<file path="config.mk">
export PLATFORM = sky130hd
export DESIGN_NAME = wb_write_queue
export DESIGN_NICKNAME = d
export VERILOG_FILES = /design/src/rtl/wb_write_queue.sv
export SDC_FILE = /design/constraint.sdc
export NUM_CORES = 1
export LEC_CHECK = 0
export BUFFER_PORTS_ARGS = -buffer_cell sky130_fd_sc_hd__buf_2
export CAP_MARGIN = 10
export CORE_MARGIN = 3
export CORE_UTILIZATION = 27
export CTS_CLUSTER_SIZE = 30
export DETAILED_ROUTE_END_ITERATION = 10
export GPL_TIMING_DRIVEN = 0
export PLACE_DENSITY = 0.44
export SLEW_MARGIN = 20
export SYNTH_ARGS = -nofsm -noshare
export SYNTH_HDL_FRONTEND = slang
export SYNTH_SLANG_ARGS = --single-unit
</file>
<file path="constraint.sdc">
create_clock -name clk -period 3.7 [get_ports clk]
set_clock_uncertainty 0.2 [all_clocks]
set_input_delay 0.37 -clock clk [delete_from_list [all_inputs] [get_ports clk]]
set_output_delay 0.37 -clock clk [all_outputs]
set_load 0.05 [all_outputs]
</file>
<file path="src/rtl/wb_write_queue.sv">
// Register-file write-back stage: merges a no-backpressure ALU result path with a
// FIFO-buffered load path and exports per-register pending flags. Optional macro: WB_BYPASS_EN.
module wb_write_queue #(
    parameter int DEPTH = 4,
    parameter int AW    = 2
) (
    input  logic          clk,
    input  logic          rst,
    input  logic          a_valid,
    input  logic [4:0]    a_reg,
    input  logic [31:0]   a_data,
    input  logic          m_valid,
    output logic          m_ready,
    input  logic [4:0]    m_reg,
    input  logic [31:0]   m_data,
    output logic          RegWrite,
    output logic [4:0]    WriteReg,
    output logic [31:0]   WriteData,
    input  logic [4:0]    chk_reg1,
    input  logic [4:0]    chk_reg2,
    output logic          busy1,
    output logic          busy2,
    output logic [AW:0]   count
);

    localparam logic [AW:0] FULL = (AW + 1)'(DEPTH);

    logic [4:0]       ent_reg  [DEPTH];
    logic [31:0]      ent_data [DEPTH];
    logic [DEPTH-1:0] ent_kill;
    logic [DEPTH-1:0] live;
    logic [AW-1:0]    wr_ptr;
    logic [AW-1:0]    rd_ptr;

    logic head_valid;
    logic a_kills;
    logic bypass;
    logic push;
    logic pop;

    assign head_valid = (count != '0);
    assign a_kills    = a_valid && (a_reg != 5'd0);
    assign m_ready    = rst && (count < FULL);

`ifdef WB_BYPASS_EN
    // An empty queue with an idle ALU lets the load result go straight to the output stage.
    assign bypass = m_valid && m_ready && !a_valid && !head_valid;
`else
    assign bypass = 1'b0;
`endif

    assign push = m_valid && m_ready && !bypass;
    assign pop  = !a_valid && head_valid;

    // NOTE: payload storage has no reset; liveness comes from the pointers and count,
    // so only control state (pointers, count, kill bits) needs clearing.
    always_ff @(posedge clk) begin
        if (push) begin
            ent_reg[wr_ptr]  <= m_reg;
            ent_data[wr_ptr] <= m_data;
        end
    end

    // NOTE: sequential state uses non-blocking assignments so every register samples
    // pre-edge values regardless of statement order.
    always_ff @(posedge clk or negedge rst) begin
        if (!rst) begin
            wr_ptr   <= '0;
            rd_ptr   <= '0;
            count    <= '0;
            ent_kill <= '0;
        end else begin
            // A newer ALU write to the same register supersedes every queued load.
            for (int i = 0; i < DEPTH; i++) begin
                if (a_kills && (ent_reg[i] == a_reg)) ent_kill[i] <= 1'b1;
            end
            if (push) begin
                ent_kill[wr_ptr] <= a_kills && (m_reg == a_reg);
                wr_ptr           <= wr_ptr + AW'(1);
            end
            if (pop) rd_ptr <= rd_ptr + AW'(1);
            case ({push, pop})
                2'b10:   count <= count + (AW + 1)'(1);
                2'b01:   count <= count - (AW + 1)'(1);
                default: count <= count;
            endcase
        end
    end

    always_ff @(posedge clk or negedge rst) begin
        if (!rst) begin
            RegWrite  <= 1'b0;
            WriteReg  <= '0;
            WriteData <= '0;
        end else if (a_valid) begin
            RegWrite  <= (a_reg != 5'd0);
            WriteReg  <= a_reg;
            WriteData <= a_data;
        end else if (bypass) begin
            RegWrite  <= (m_reg != 5'd0);
            WriteReg  <= m_reg;
            WriteData <= m_data;
        end else if (head_valid) begin
            RegWrite  <= !ent_kill[rd_ptr] && (ent_reg[rd_ptr] != 5'd0);
            WriteReg  <= ent_reg[rd_ptr];
            WriteData <= ent_data[rd_ptr];
        end else begin
            RegWrite  <= 1'b0;
        end
    end

    // NOTE: each always_comb output gets a default first so no path infers a latch.
    always_comb begin
        live = '0;
        for (int i = 0; i < DEPTH; i++) begin
            live[i] = ({1'b0, AW'(i) - rd_ptr} < count);
        end
    end

    always_comb begin
        busy1 = 1'b0;
        busy2 = 1'b0;
        for (int i = 0; i < DEPTH; i++) begin
            if (live[i] && !ent_kill[i]) begin
                if (ent_reg[i] == chk_reg1) busy1 = 1'b1;
                if (ent_reg[i] == chk_reg2) busy2 = 1'b1;
            end
        end
        if (RegWrite && (WriteReg == chk_reg1)) busy1 = 1'b1;
        if (RegWrite && (WriteReg == chk_reg2)) busy2 = 1'b1;
        if (a_valid && (a_reg == chk_reg1)) busy1 = 1'b1;
        if (a_valid && (a_reg == chk_reg2)) busy2 = 1'b1;
        if (chk_reg1 == 5'd0) busy1 = 1'b0;
        if (chk_reg2 == 5'd0) busy2 = 1'b0;
    end

endmodule

</file>
Yosys cells after proc, flatten, opt, wreduce, memory -nomap -nowiden
Memory sizes are Yosys's and may differ from the RTL's.
Cells that the tools add are included.

storage, ports and cells
  register bits = 49
  latch bits = 0
  bits in writable memories = 148
  memory bits (read-only) = 0
  input bits = 88
  output and inout bits = 44
  word-level logic and storage cells = 117
  memories = 2

operators by class
  $add $sub $neg = 8
  multiply operators = 0
  divide/modulo/power cells = 0
  magnitude comparators = 8
  eq/ne operators = 19
  shift operators = 0
  multiplexer cells = 41
  bitwise logic cells = 0
  reduce and logical (&&, ||, !) cells = 32

memory list
  name      words  width  read ports  clocked after Yosys merged registers in  wr ports  RTL line  RTL
  ent_data  4      32     1           0                                        1         29        logic [31:0] ent_data [DEPTH];
  ent_reg   4      5      5           0                                        1         28        logic [4:0] ent_reg [DEPTH];

operators by type and width
  kind                                                        number
  == test 5 bit                                               17
  2-to-1 mux 32 bit                                           2
  2-to-1 mux 1 bit                                            32
  logical AND 1 bit                                           19
  less-than comparator 2 x 3 -> 1 bit                         4
  logical NOT 5 bit                                           2
  2-to-1 mux 5 bit                                            2
  nonzero test 5 bit                                          2
  logical NOT 1 bit                                           6
  less-than comparator 2 x 3 -> 1 bit, second input constant  2
  one-hot mux 3 bit (2 select lines)                          1
  adder 2 x 1 -> 2 bit, second input constant                 2
  bitwise mux 4 bit                                           1
  2-to-1 mux 4 bit                                            1
  nonzero test 2 bit                                          2
  subtractor 1 x 2 -> 2 bit, first input constant             2
  subtractor 2 bit, first input constant                      2
  adder 3 x 1 -> 3 bit, second input constant                 1
  less-than comparator 3 bit, second input constant           1
  nonzero test 3 bit                                          1
  subtractor 3 x 1 -> 3 bit, second input constant            1
  binary-select mux 1 bit (select 2 bit)                      1
  demux 1 bit (select 2 bit)                                  1
  == test 2 x 1 -> 1 bit, second input constant               1
  2 further kinds                                             2

Depth between registers and ports, before layout
  word-level depth = 13
  mapped depth = 11
  gate-level depth less buffers = 9

Least setup slack after synthesis
Ideal clock, no wire load.

  path kind = register -> register
  start = register count[2]
  end = memory ent_data[0][0], enable pin
  library setup time = 0.400 ns
  arrival time = 2.646 ns
  required time = 3.100 ns
  setup slack = 0.454 ns
  stages on the path, launching flop included = 3
  path buffers = 0
  clock period less this slack = 3.246 ns
  path through = dfrtp_1 -> nor2b_1 -> and3_1

on the way
  longest elaborated chain between the ends = 5

ends and longest elaborated chain
  what                                    RTL line  RTL
  start: declaration                      23        output logic [AW:0] count
  start signal: assignment                83        2'b10: count <= count + (AW + 1)'(1);
  start signal: assignment                84        2'b01: count <= count - (AW + 1)'(1);
  start signal: assignment                85        default: count <= count;
  less-than comparator 3 bit              43        assign m_ready = rst && (count < FULL);
  logical AND 1 bit                       43
  named net m_ready                       13        output logic m_ready,
  logical AND 1 bit                       52        assign push = m_valid && m_ready && !bypass;
  2-to-1 mux 1 bit                        58        if (push) begin
  2-to-1 mux 1 bit (implied by the code)  60        ent_data[wr_ptr] <= m_data;
  end: declaration                        29

The timed path passes the listed nets, and every way through them passes these cells.

Worst setup path in the final report
  start = register rd_ptr[0]
  end = output port busy1

on the way
  longest elaborated chain between the ends = 13
  elaborated cells between the ends (all ways) = 22
  classes of those cells = 4 x add/sub; 4 x order compare; 10 x mux; 4 x reduce/logical

ends and longest elaborated chain
  what                                 RTL line  RTL
  start: declaration                   33        logic [AW-1:0] rd_ptr;
  start signal: assignment             81        if (pop) rd_ptr <= rd_ptr + AW'(1);
  subtractor 1 x 2 -> 2 bit            116       live[i] = ({1'b0, AW'(i) - rd_ptr} < count);
  less-than comparator 2 x 3 -> 1 bit  116
  logical AND 1 bit                    124       if (live[i] && !ent_kill[i]) begin
  2-to-1 mux 1 bit                     124
  2-to-1 mux 1 bit                     125       if (ent_reg[i] == chk_reg1) busy1 = 1'b1;
  2-to-1 mux 1 bit                     124
  2-to-1 mux 1 bit                     125
  2-to-1 mux 1 bit                     124
  2-to-1 mux 1 bit                     125
  2-to-1 mux 1 bit (*)                 124
  2-to-1 mux 1 bit (*)                 129       if (RegWrite && (WriteReg == chk_reg1)) busy1 = 1'b1;
  2-to-1 mux 1 bit (*)                 131       if (a_valid && (a_reg == chk_reg1)) busy1 = 1'b1;
  2-to-1 mux 1 bit (*)                 133       if (chk_reg1 == 5'd0) busy1 = 1'b0;
  end: declaration                     21        output logic busy1,

Every way passes the cells marked *; elsewhere a longest branch is shown, timed or not.

==> results.cfg <==
[synth]
synthSimpleGateAreaFrac_pct = 5.28
synth.most_common_cell = edfxtp_1
yosysSeqAreaShare_pct = 64.3
yosys.area.top_type = edfxtp_1
ys_warn_count = 0
yosysTopAreaCellShare_pct = 50.4
postSynthCellCount = 568
synth.area.top_cells = edfxtp_1 (50%), dfrtp_1 (14%), mux4_2 (9.7%)
async_reset_ff_share_pct = 24.9
yosys_most_used_dff = edfxtp_1
synth.avg_cell_area_um2 = 15.5
netlist_area_um2 = 8810
synth.area.mux_share_pct = 13.5
synth_common_cells = edfxtp_1 (148), xor2_1 (66), dfrtp_1 (49)
synthXorXnorAreaFrac_pct = 9.14
synth_edf_count = 148
synth_fa_ha_area_share_pct = 1.50
synth_top_family_by_area = multiplexers
ys_types = 35
syn-num-nets = 666
synth_compound_area_share_pct = 3.80
synth_seq_cells = 197

[grt]
grt_pass1_wl_um = 35900
grt_max_degree = 51
overflow = 0
antenna_found_initial = 1
track_usage_pct = 13.4
grt_pass1_vias = 6007

[pwr]
p_int_mw = 4.68
irDropWorstVdd_mv = 0.351
power_leakage_nw = 4.03
pwr-share-comb_pct = 37.3
p_clk_share_pct = 23.3
powerDensity_nw_per_um2 = 697
switching_share_pct = 38.7
switchingPower_mw = 2.95
seqPwrFrac_pct = 39.4

[min_path]
hold_path.class = input port to flip-flop

[clock_tree]
cts_tree = built
clock_path_buffers = 2
cts.sinks = 197
htreeDepth = 4
clock_latency_ps = 420
clk_pin_slew_ps = 80
cts_buffers = 17
clock_tree.root_cell = clkbuf_16

[worst_setup_path]
worstSetupStartpointType = flip-flop
worstSetupPathType = flip-flop to output port
cp_data_arrival_time_ps = 2880
cp.required_ps = 3130
crit_path_end_kind = output port
critPathMaxFanout = 16

[status]
status = completed

[detailed_routing]
drc_errors = 0
wire_per_inst_um = 19.3
vias = 5475
drt_iter0_drc = 326
antenna_left = 0
avgViaCountPerCell = 4.61
wirelength_um = 23000
dr.pass1.iters = 5

[finish]
fillers = 3182
post-route-util_pct = 34.4
diodes = 0
regArea_um2 = 5670
largest_reg_flops = 128
syn_to_final_growth_pct = 24.3
nNetsFinal = 838
multi_input_area_um2 = 2960
drive_gt1_share_pct = 27.1
layout.cells.non_filler = 1188

[timing]
fin_crit_ps = 3450
worst_pin_slew_ps = 942
rsz0062_at_grt = no
fin_ws_ps = 248
setup_viol = 0
slew_violations = 0
period_share_pct = 93.3
max_slew_margin_pct = 36.6
fin_setup_tns_ps = 0
hold-worst-slack_ps = 21.5
fmax_mhz = 290
final_hold_viol_count = 0

[placement]
dp_cells = 1118
place_ws_ps = 125
hpwlAfterDp_um = 15800
gp_congestion = 0.889
io_buffers = 115

[floorplan]
core-area_um2 = 31900
boundaryPins = 132
design.die.area_um2 = 34900
rows = 65
fp.dieW_um = 187
die_h_um = 187
initial_core_util_pct = 27.6

[run]
drv_cap = 0
-- power by group through the flow --
stage               Clock, mW  Combinational [mW]  Sequential (mW)
floorplan                   0                1.34             3.71
global placement            0                2.77             3.04
detailed placement          0                2.84             3.05
CTS                      1.83                2.91             3.01
global route             1.93                3.07             3.06
finish                   1.78                2.85             3.01
-- layout by cell type, fill, tap and decap left out, types with 3 or more instances in the layout --
cell type	n
a21oi_1	4
a221oi_2	3
a222oi_1	5
a311oi_1	4
and3_4	4
buf_1	3
buf_2	117
clkbuf_1	22
clkbuf_16	17
dfrtp_1	48
dlygate4sd3_1	40
edfxtp_1	148
ha_1	9
inv_1	13
inv_6	4
inv_8	3
mux2i_1	33
mux4_2	38
nand2_1	35
nand3_1	8
nand4_1	9
nor2_1	7
nor2b_1	4
nor3_1	15
nor4_1	4
o21ai_0	21
o21ai_1	13
or4_1	4
xnor2_1	26
xor2_1	66
-- logic make-up after synthesis --
kind of cell               count (synthesis)
DFF                                      197
and+or+nand+nor                           94
xor gates and xnor gates                  92
muxes                                     71
AOI/OAI and AO/OA                         54
buffers and inverters                     50
adders and majority gates                 10
-- routing by layer --
layer	GRT usage [%]	up-vias	wire, µm
met5	0	-	17
met4	3.02	2	219
met3	3.01	21	1110
met2	22.7	177	11400
met1	17.6	2793	10200
li1	-	2482	-
-- timing repair --
action | 4_1_cts | 5_1_grt
hold buffers | 40 | 0
hold endpoints to repair | 196 | 0
gates resized for setup | 6 | 4
setup endpoints to repair | 2 | 2
pin swaps | 0 | 0
setup buffers | 0 | 0
-- metrics by stage --
step	cell area, µm²	total power [mW]
floorplan	8810	5.05
global placement	9930	5.81
detailed placement	9960	5.88
CTS	11000	7.74
global route	11000	8.05
finish	11000	7.63
-- final timing paths --
| check | cells past startpoint | to | slack, ps | from |
|---|---|---|---|---|
| worst max-delay path | 11 | busy1 | 250 | rd_ptr[0] |
| worst min-delay path | 3 | WriteData[29] | 20 | a_data[29] |
| worst max register to register | 5 | WriteData[8] | 980 | count[0] |
| worst min register to register | 2 | WriteData[31] | 280 | WriteData[31] |
| max in group asynchronous | 2 | rd_ptr[1] | 2410 | rst |
| min in group asynchronous | 2 | RegWrite | 360 | rst |
-- worst max-delay path: stages (launching register included) --
cell and delay [ps]:
dfrtp_1 370, buf_8 220, buf_6 210, xor2_1 210
inv_1 70, ha_1 270, nor2b_1 140, a221oi_2 320
nand4_1 150, nand3_1 130, o22a_1 140, clkbuf_4 230
-- final cells by class --
class                           count  area share [%]
Inverter                           14           0.480
Multi-Input combinational cell    321            27.1
Buffer                             34            1.50
Timing Repair Buffer              155            8.98
Sequential cell                   197            51.8
Clock buffer                       18            4.01
Tap cell                          435            4.97
Clock inverter                     14            1.24
(Power assumes the default switching activity.)
